`src/rtl/quad_pkg.sv`:
```
// rtl/quad_pkg.sv - shared constants, FSM encoding and helpers for the quadrature decoder
package quad_pkg;

  localparam logic DIR_UP   = 1'b1;
  localparam logic DIR_DOWN = 1'b0;

  typedef enum logic [1:0] {
    PRIME = 2'd0,
    RUN   = 2'd1
  } state_t;

  // Priming must outlast the synchroniser and one full filter window.
  function automatic int prime_len(input int sync_stages, input int filt_len);
    return sync_stages + filt_len;
  endfunction

  // Next AB code in the up direction (A leads B): 00 -> 10 -> 11 -> 01 -> 00.
  function automatic logic [1:0] up_next(input logic [1:0] ab);
    logic [1:0] nxt;
    case (ab)
      2'b00:   nxt = 2'b10;
      2'b10:   nxt = 2'b11;
      2'b11:   nxt = 2'b01;
      default: nxt = 2'b00;
    endcase
    return nxt;
  endfunction

endpackage

```
`src/rtl/sync_glitch_filter.sv`:
```
// rtl/sync_glitch_filter.sv - per-channel synchroniser plus persistence glitch filter
module sync_glitch_filter #(
  parameter int SYNC_STAGES = 2,
  parameter int FILT_LEN    = 4
) (
  input  logic clk,
  input  logic rst,
  input  logic d_in,
  input  logic prime,
  output logic q_filt
);

  logic [SYNC_STAGES-1:0] sync;
  logic [3:0]             cnt;
  logic                   sync_out;

  assign sync_out = sync[SYNC_STAGES-1];

  // Plain flop chain; nothing may sit between the stages.
  always_ff @(posedge clk or negedge rst) begin
    if (!rst) begin
      sync <= '0;
    end else begin
      sync <= {sync[SYNC_STAGES-2:0], d_in};
    end
  end

  // Accept a new level only after it has differed for FILT_LEN consecutive cycles;
  // while priming, follow the synchronised level directly.
  always_ff @(posedge clk or negedge rst) begin
    if (!rst) begin
      cnt    <= '0;
      q_filt <= 1'b0;
    end else if (prime) begin
      cnt    <= '0;
      q_filt <= sync_out;
    end else if (sync_out != q_filt) begin
      if (cnt == 4'(FILT_LEN - 1)) begin
        cnt    <= '0;
        q_filt <= sync_out;
      end else begin
        cnt <= cnt + 4'd1;
      end
    end else begin
      cnt <= '0;
    end
  end

endmodule

```
`src/rtl/quadrature_decoder.sv`:
```
// rtl/quadrature_decoder.sv - 4x quadrature decoder producing step/dir/err for a position counter
module quadrature_decoder
  import quad_pkg::*;
#(
  parameter int SYNC_STAGES = 2,
  parameter int FILT_LEN    = 4
) (
  input  logic clk,
  input  logic rst,
  input  logic en,
  input  logic a_in,
  input  logic b_in,
  output logic step,
  output logic dir,
  output logic err
);

  localparam int PRIME_LEN = prime_len(SYNC_STAGES, FILT_LEN);

  state_t     state;
  logic [4:0] prime_cnt;
  logic [1:0] prev_ab;
  logic [1:0] cur_ab;
  logic       a_filt;
  logic       b_filt;
  logic       prime;
  logic       is_up;
  logic       is_down;
  logic       is_err;

  assign prime = (state == PRIME);

  sync_glitch_filter #(
    .SYNC_STAGES(SYNC_STAGES),
    .FILT_LEN   (FILT_LEN)
  ) u_filt_a (
    .clk   (clk),
    .rst   (rst),
    .d_in  (a_in),
    .prime (prime),
    .q_filt(a_filt)
  );

  sync_glitch_filter #(
    .SYNC_STAGES(SYNC_STAGES),
    .FILT_LEN   (FILT_LEN)
  ) u_filt_b (
    .clk   (clk),
    .rst   (rst),
    .d_in  (b_in),
    .prime (prime),
    .q_filt(b_filt)
  );

  assign cur_ab  = {a_filt, b_filt};
  assign is_up   = (cur_ab == up_next(prev_ab));
  assign is_down = (prev_ab == up_next(cur_ab));
  assign is_err  = ((cur_ab ^ prev_ab) == 2'b11);

  // Prime/run sequencing and registered decode; prev_ab tracks every cycle so
  // priming and disabled periods never leave a backlog transition behind.
  always_ff @(posedge clk or negedge rst) begin
    if (!rst) begin
      state     <= PRIME;
      prime_cnt <= '0;
      prev_ab   <= 2'b00;
      step      <= 1'b0;
      err       <= 1'b0;
      dir       <= DIR_UP;
    end else begin
      prev_ab <= cur_ab;
      step    <= 1'b0;
      err     <= 1'b0;
      case (state)
        PRIME: begin
          if (prime_cnt == 5'(PRIME_LEN - 1)) begin
            state <= RUN;
          end else begin
            prime_cnt <= prime_cnt + 5'd1;
          end
        end
        RUN: begin
          if (en) begin
            if (is_up) begin
              step <= 1'b1;
              dir  <= DIR_UP;
            end else if (is_down) begin
              step <= 1'b1;
              dir  <= DIR_DOWN;
            end else if (is_err) begin
              err <= 1'b1;
            end
          end
        end
        default: state <= PRIME;
      endcase
    end
  end

endmodule

```
`config.mk`:
```
export PLATFORM = sky130hd
export DESIGN_NAME = quadrature_decoder
export DESIGN_NICKNAME = d
export VERILOG_FILES = /design/src/rtl/quad_pkg.sv /design/src/rtl/sync_glitch_filter.sv /design/src/rtl/quadrature_decoder.sv
export SDC_FILE = /design/constraint.sdc
export NUM_CORES = 1
export LEC_CHECK = 0
export CELL_PAD_IN_SITES_DETAIL_PLACEMENT = 1
export CELL_PAD_IN_SITES_GLOBAL_PLACEMENT = 1
export CORE_MARGIN = 2
export CORE_UTILIZATION = 45
export CTS_CLUSTER_DIAMETER = 60
export CTS_CLUSTER_SIZE = 12
export DETAILED_ROUTE_END_ITERATION = 10
export GPL_TIMING_DRIVEN = 0
export PLACE_DENSITY = 0.79
export SLEW_MARGIN = 20
export SYNTH_ARGS = -nofsm -noshare
export SYNTH_HDL_FRONTEND = slang
export SYNTH_SLANG_ARGS = --single-unit
```
`constraint.sdc`:
```
create_clock -name clk -period 1.4 [get_ports clk]
set_clock_uncertainty 0.05 [all_clocks]
set_input_delay 0.14 -clock clk [delete_from_list [all_inputs] [get_ports clk]]
set_output_delay 0.14 -clock clk [all_outputs]
set_load 0.02 [all_outputs]
```
### After elaboration in Yosys (flattened, before gate mapping)

Index checks and enable logic that the tools add are counted.

| storage, ports and cells | value |
|---|---|
| bits in registers | 26 |
| input bits | 5 |
| logic and storage cells | 72 |

| cells by class | value |
|---|---|
| $add $sub $neg | 3 |
| equality and inequality tests | 14 |
| mux-type cells | 27 |
| bitwise gates (word level) | 3 |
| reduce and logical (&&, ||, !) cells | 13 |

Operators with widths:

| cell | number |
|---|---|
| two-way mux 4 bit | 6 |
| two-way mux 1 bit | 17 |
| one-hot mux 2 bit (3 select lines) | 2 |
| equality test 2 bit, second input constant | 5 |
| nonzero test 2 bit | 5 |
| adder 4 x 1 -> 4 bit, second input constant | 2 |
| equality test 4 x 2 -> 1 bit, second input constant | 2 |
| AND reduction 2 bit | 4 |
| zero test 2 bit | 3 |
| adder 5 x 1 -> 5 bit, second input constant | 1 |
| equality test 5 x 3 -> 1 bit, second input constant | 1 |
| equality test 2 bit | 2 |
| one-hot mux 2 bit (2 select lines) | 1 |
| AND reduction 3 bit | 1 |
| equality test 2 x 1 -> 1 bit, second input constant | 1 |
| two-way mux 2 bit | 1 |
| != test 1 bit | 2 |
| != test 2 x 1 -> 1 bit, second input constant | 1 |
| NOT 1 bit | 2 |
| XOR 2 bit | 1 |

### Logic depth before layout (Yosys ltp)

| logic depth | value |
|---|---|
| depth in word-level cells | 7 |
| mapped depth | 5 |
| gate-level depth less buffers | 5 |

### Modules after synthesis

Synthesis repeated with hierarchy kept, for this count alone.

| unflattened totals | value |
|---|---|
| cell total of the unflattened synthesis | 80 |
| area total of the unflattened synthesis | 1,022.2 um^2 |

Modules (own cells, without submodules):

| module | instances | cells an instance | area each (um^2) |
|---|---|---|---|
| sync_glitch_filter | 2 | 20 | 266.5 |
| quadrature_decoder | 1 | 40 | 489.2 |

### Worst setup path after synthesis

No wires, ideal clock.

| timing | value |
|---|---|
| kind | register to register |
| start | reg prime_cnt[0] |
| end | reg prime_cnt[1] |
| library setup time | 0.079 ns |
| data arrival time | 1.182 ns |
| slack | 0.088 ns |
| cell stages (with the launch flop) | 5 |
| period minus slack after synthesis | 1.312 ns |
| path through | dfrtp_1 -> ha_1 -> nor2b_1 -> a31oi_2 -> mux2i_1 |

| on the way | value |
|---|---|
| longest elaborated chain between the ends | 3 |
| elaborated cells on any way between the ends | 4 |

Ends and longest elaborated chain:

| what | line | source |
|---|---|---|
| start, declared | quadrature_decoder.sv:21 | `logic [4:0] prime_cnt;` |
| start signal, assigned | quadrature_decoder.sv:79 | `prime_cnt <= prime_cnt + 5'd1;` |
| parallel branches: the longest is 3 deep, another holds adder 5 x 1 -> 5 bit | - |  |

Several ways; the timed one is not identified.
A chain may end at the register's enable or synchronous reset.

### Final worst setup path

| timing | value |
|---|---|
| start | reg u_filt_a.cnt[0] |
| end | reg u_filt_a.q_filt |

| on the way | value |
|---|---|
| longest elaborated chain between the ends | 3 |

Ends and longest elaborated chain:

| what | line | source |
|---|---|---|
| start, declared | sync_glitch_filter.sv:14 | `logic [3:0] cnt;` |
| start signal, assigned | sync_glitch_filter.sv:42 | `cnt <= cnt + 4'd1;` |
| equality test 4 x 2 -> 1 bit | sync_glitch_filter.sv:38 | `if (cnt == 4'(FILT_LEN - 1)) begin` |
| nonzero test 2 bit (no source line) | - |  |
| AND reduction 2 bit (no source line) | - |  |
| end signal, assigned | sync_glitch_filter.sv:36 | `q_filt <= sync_out;` |
| end signal, assigned | sync_glitch_filter.sv:40 | `q_filt <= sync_out;` |
| end, declared | sync_glitch_filter.sv:10 | `output logic q_filt` |

No other way between the ends.

==> impl_metrics.ini <==
[outcome]
status = completed

[cells_and_area]
seq_area_sq_um = 627
fin_util_pct = 54.8
stdcell_area_sq_um = 1200
multi_input_area_sq_um = 414
drive_gt1_share_pct = 18.8
fill_cells = 231
area_growth_pct = 15.3
fin_nets = 106
n_antenna_cell = 0

[pwr]
p_sw_uw = 593
power_density_nw_per_um2 = 1540
p_clk_share_pct = 16.5
p_leak_uw = 0.000542
sw_frac_of_total_pct = 32.1
internal_power_uw = 1250
p_seq_share_pct = 54.5
p_comb_share_pct = 29.0
ir_drop_mv = 1.04

[die]
core.rowCount = 17
ioPinCount = 8
start_util_pct = 47.5
die_h_um = 52.1
dieWidth_um = 52.1
dieArea_sq_um = 2710
core_area_sq_um = 2190

[synthesis]
ys_seq_area_share_pct = 60.2
avgSynthCellArea_sq_um = 12.5
netlist_area_sq_um = 1040
syn_nets = 92
ys_warn_count = 0
yosys_register_bits = 25
synthTopCellsByArea = dfrtp_1 58%, xor2_1 5.9%, ha_1 4.8%
synth_cells = 83
yosysTopAreaCell = dfrtp_1
synth_top_area_share_pct = 57.7
synth.distinct_cells = 26

[critical_path]
cp_slowest_cell = dfrtp_1
crit_type = reg2reg
crit_arrival_ns = 1.49
path_max_fanout = 4
worstPathCellList = ha_1 -> a21o_1 -> mux2_1
ff2ff_path_depth = 3
worstPathRequired_ns = 1.55
max_stage_delay_ns = 0.43
startpoint_type = flop
end_kind = flop

[clocking]
insertion_delay_ns = 0.30
cts_root_buffer = clkbuf_4
htreeDepth = 1
numCtsBuffers = 3
clkTransAtPathRegs_ns = 0.12
clockBufferDepth = 2
cts_tree = yes
cts_sinks = 25

[place]
hpwl_um = 1200
placed_area_sq_um = 1150
pre_cts_ws_ns = -0.123
gp_congestion = 0.678
io_buffer_count = 7

[global_route]
grt_pass1_wl_um = 3090
grt_pass1_vias = 701
grt_max_degree = 26
grt_usage_pct = 15.7
grt_overflow_total = 0
antenna_found_initial = 0

[route]
drcViolationCount = 0
wire_per_inst_um = 13.2
drt_iter0_markers = 6
via_per_inst = 5.19
ant_nets = 0
firstDrtPassIters = 2
drt_wl_total_um = 1640
vias = 643

[sta]
fin_tns_setup_ns = 0
min_period_ns = 1.34
finalCritPeriodShare_pct = 95.6
finalSetupViolations = 0
slew_headroom_pct = 64.6
post-route-worst-setup-slack_ns = 0.0623
drv_slew = 0
whs_ns = 0.204
hold_viol_final = 0
timing.fmax_mhz = 748
tightest_slew_ns = 0.531

[min_path]
holdCritPathClass = in2reg
holdPathStages = 1

[job]
drv_cap = 0
sequential cells by signal, indices dropped and copies added, names as in the netlist:
signal	count
u_filt_a.sync	2
u_filt_b.cnt	4
dir	1
err	1
u_filt_b.q_filt	1
step	1
u_filt_a.q_filt	1
prime_cnt	5
state	1
u_filt_a.cnt	4
u_filt_b.sync	2
prev_ab	2
path summary, 6_finish.rpt:
| path | startpoint | to | slack [ns] |
|---|---|---|---|
| setup / recovery | u_filt_a.cnt[0] | u_filt_a.q_filt | 0.06 |
| hold / removal | b_in | u_filt_b.sync[0] | 0.20 |
| setup reg to reg | u_filt_a.cnt[0] | u_filt_a.q_filt | 0.06 |
| hold reg to reg | u_filt_b.sync[0] | u_filt_b.sync[1] | 0.32 |
| max in group asynchronous | rst | dir | 0.65 |
| min in group asynchronous | rst | u_filt_a.cnt[2] | 0.29 |
layout by cell type, fill, tap and decap left out, types with 2 or more instances in the layout:
master,netlist,layout
nand3_1,4,4
buf_4,1,2
nand2_1,3,3
inv_2,1,2
ha_1,4,3
a211oi_2,2,2
a21oi_1,5,4
nand3b_1,2,2
xnor2_1,4,4
inv_1,3,2
clkdlybuf4s50_1,0,3
nand2b_1,2,2
clkbuf_4,0,3
xor2_1,7,7
nor2_1,6,6
dfrtp_1,24,24
dlygate4sd2_1,0,2
mux2_1,2,2
and3_1,2,2
a31oi_1,2,2
repair_timing:
item	4_1_cts	5_1_grt
endpoints found under the hold margin	0	24
setup buffers	0	1
resized for setup	4	7
hold buffers	0	1
pin swaps	1	1
setup endpoints to repair	6	6
area by class of cell:
class                   instances  share of cell area (%)
multi-input cells              53                    34.5
well taps                      28                    2.92
flip-flops and latches         25                    52.2
inverters                       4                    1.25
clock buffers                   4                    2.19
repair buffers                  9                    6.26
plain buffers                   1                   0.626
critical path: cells and delay by family (launching register included):
kind / cells / cell delay [ns]
compound gates: 1 / 0.19
fa+ha+maj: 1 / 0.26
flops: 1 / 0.43
mux: 1 / 0.31
per-stage QoR:
stage	total power [uW]	instances
2_1_floorplan	1410	83
3_3_place_gp	1550	118
3_5_place_dp	1590	118
4_1_cts	1880	122
5_1_grt	1990	124
6_report	1850	124
synth_stat cells (all sizes together):
| cell type | instances |
|---|---|
| dfrtp | 24 |
| nor2 | 6 |
| and3 | 2 |
| a21o | 1 |
| xnor2 | 4 |
| mux2 | 3 |
| a31oi | 3 |
| nand2b | 2 |
| buf | 1 |
| dfstp | 1 |
| mux2i | 1 |
| nor3 | 1 |
| a21oi | 5 |
| ha | 4 |
| nor2b | 2 |
| xor2 | 7 |
| nand3b | 2 |
| a211oi | 2 |
| nand2 | 3 |
| inv | 4 |
| nand3 | 4 |
| o21ai | 1 |
kinds of logic after synthesis:
family | synth area share (%)
flops | 60.2
compound gates | 8.41
xor+xnor | 9.25
mux | 4.21
buf+inv | 2.16
fa+ha+maj | 4.81
simple gates | 10.9
per-layer routing:
metal  part of all wire [%]  track usage, %  vias up  wire (um)
met3                    2.4            3.45        0         40
li1                       -               -      305          -
met1                     47            19.8      332        772
met5                      0               0        -          0
met4                      0            6.58        0          0
met2                     51            25.9        6        830
power groups by stage:
stage	Combinational (uW)	Clock [uW]	Sequential (uW)
2_1_floorplan	375	0	1040
3_3_place_gp	543	0	1010
3_5_place_dp	567	0	1030
4_1_cts	551	324	1010
5_1_grt	607	355	1030
6_report	536	305	1010
No activity file was read; power rests on OpenSTA's default activity.
==> RTL change, RTL diff (config.mk and constraints unchanged) <==
`SYNC_STAGES` is set to 2 in 2 places; all go to 4.
--- a/src/rtl/sync_glitch_filter.sv
+++ b/src/rtl/sync_glitch_filter.sv
@@ -2,3 +2,3 @@
 module sync_glitch_filter #(
-  parameter int SYNC_STAGES = 2,
+  parameter int SYNC_STAGES = 4,
   parameter int FILT_LEN    = 4
--- a/src/rtl/quadrature_decoder.sv
+++ b/src/rtl/quadrature_decoder.sv
@@ -4,3 +4,3 @@
 #(
-  parameter int SYNC_STAGES = 2,
+  parameter int SYNC_STAGES = 4,
   parameter int FILT_LEN    = 4
Formal check against the unedited RTL: not equivalent (a bounded check fails within 10 cycles, from zero or initial values and one cycle with rst low).
==> RTL change against the original RTL <==
  * Non-clock buffer count decreased by 1
  * Wire length increased by 13%
  * Clock power grew 88%
  * Total power rose by 23%
  * Setup slack improved by 0.00067 ns
  * Sequential cell count rose by 4
  * Synthesized cell count unchanged
  * Synthesized area is 9.0% higher
  * Design area rose by 11%
  * Critical path type unchanged
  * Highest routed layer is now met4
==> RTL change: results (changes against the original RTL) <==
outcome: finished, final reports clean
maximum fanout along the worst path: 3 (-1)
Leak: 0.000578 uW (+6.7%)
Crit path largest cell delay: 0.42 ns
Hold Path Class: input pin to flop
relative slew slack: 58.5% (-6.1 points)
worst ir drop on vdd: 0.826 mV (-21%)
routed len/inst: 14.3 um (+8.3%)
Final min period: 1.34 ns (-0.000673 ns)
Synth Area in Compound Gates: 7.72% (-0.70 points)
Place WS: -0.0767 ns (+0.0459 ns)
CP max-delay cell: dfrtp_1
register area share after synthesis: 64.1% (+3.8 points)
main flop type after synthesis: dfrtp_1
Crit path max-delay family: flip-flops
Global Route Usage Sum: 15.8% (+0.12 points)
clock buffer count from CTS: 5 (+2)
reg-to-reg slack, setup: 0.06 ns
arrival time worst endpoint: 1.50 ns
xor-xnor portion of the synthesized cell area: 9.26% (about the same)
fraction of layout cells with a size suffix above 1: 23.2% (+4.5 points)
type of origin of the critical path: flop
mux cell area share after synthesis: 4.30% (+0.093 points)
FF-to-FF Start: prime_cnt[0]
TritonRoute pass-1 iters: 2 (unchanged)
clock-pin slew on the worst setup and hold paths: 0.09 ns (-0.03 ns)
R2R depth: 3 (unchanged)
Mapped Nets: 91 (-1.1%)
Clock Tree Buf Depth: 2 (unchanged)
detailed placer's ending HPWL: 1.24 mm (+3.1%)
vias in the first global route: 691 (-1.4%)
max-cap viol count: 0 (unchanged)
via density per instance: 5.20 (+0.31%)
Diodes inserted: 0 (unchanged)
Reg with most FFs: prime_cnt
DP Area: 1240 sq um (+8.0%)
1st-iter DRT viols: 3 (-3)
antenna violations before repair: 0 (unchanged)
gpl congestion: 0.734 (+8.2%)
top cells by area, synth: dfrtp_1, xnor2_1, xor2_1
first-pass GRT wire length: 3.07 mm (-0.68%)
Synth Warn #: 0 (unchanged)
H-tree Lvls: 2 (+1)
largest net degree at the start of global routing: 30 (+15%)
adder-cell share of the synthesized area: 3.31% (-1.5 points)
top post-synthesis cells by count: dfrtp_1, nor2_1, xnor2_1, xor2_1, nand2_1
critical path endpoint: prime_cnt[1]
Clock Latency Late Sink: 0.32 ns (+0.02 ns)
==> RTL change: worst reg2reg max path, stage by stage, from the launching register on <==
cell and delay (ns):
dfrtp_1 0.42, ha_2 0.23, a31oi_4 0.22, mux2_4 0.32
==> RTL change: how the worst min path moves through the flow <==
stage                          start  slack, ns          endpoint  cells past startpoint
floorplan                        rst      -0.21               err                      0
finish                          b_in       0.21  u_filt_b.sync[0]                      1
global placement    u_filt_a.sync[1]       0.28  u_filt_a.sync[2]                      0
CTS                             b_in       0.19  u_filt_b.sync[0]                      1
global route                    b_in       0.18  u_filt_b.sync[0]                      1
detailed placement               rst       0.14               err                      1
==> RTL change: through the flow <==
stage / hold slack, ns / instances / power (uW) / TNS, ns
after global routing: 0.184 / 129 / 2450 / 0
after CTS: 0.189 / 129 / 2300 / 0
after global placement: 0.283 / 120 / 1690 / -8.16
after floorplan: -0.206 / 83 / 1550 / 0
after detailed placement: 0.144 / 120 / 1730 / -0.0876
final: 0.207 / 129 / 2270 / 0
==> RTL change: layer usage <==
metal  wire, um  global-route usage, %  part of all wire [%]  vias up
li1           -                      -                     -      312
met1        794                   17.3                    43      342
met2        947                   25.9                    51       12
met3         72                   5.74                   3.9        5
met4         36                   10.0                   1.9        0
met5          0                      0                     0        -
==> RTL change: layout make-up <==
class,count,area (sq um)
plain buffers,1,11.3
clock buffers,7,65.1
clock inverters,1,5.00
fillers,255,1100
inverters,1,3.75
multi-input cells,52,410
flip-flops and latches,29,727
well taps,30,37.5
repair buffers,8,67.6
==> RTL change: logic make-up after synthesis <==
group                      count (synthesis)
buffers and inverters                      2
xor gates and xnor gates                  12
adders and majority gates                  3
AOI/OAI and AO/OA                         11
and+or+nand+nor                           22
DFF                                       29
muxes                                      4
==> RTL change: what timing repair did <==
item,CTS,global route
hold endpoints to repair,28,0
setup endpoints to repair,5,4
buffers inserted,0,0
hold buffers,1,0
gates resized for setup,6,5
==> RTL change: where the power goes <==
part | total [uW] | switching (uW) | internal [uW]
clock network | 574 | 283 | 291
logic | 572 | 285 | 287
registers | 1130 | 130 | 998
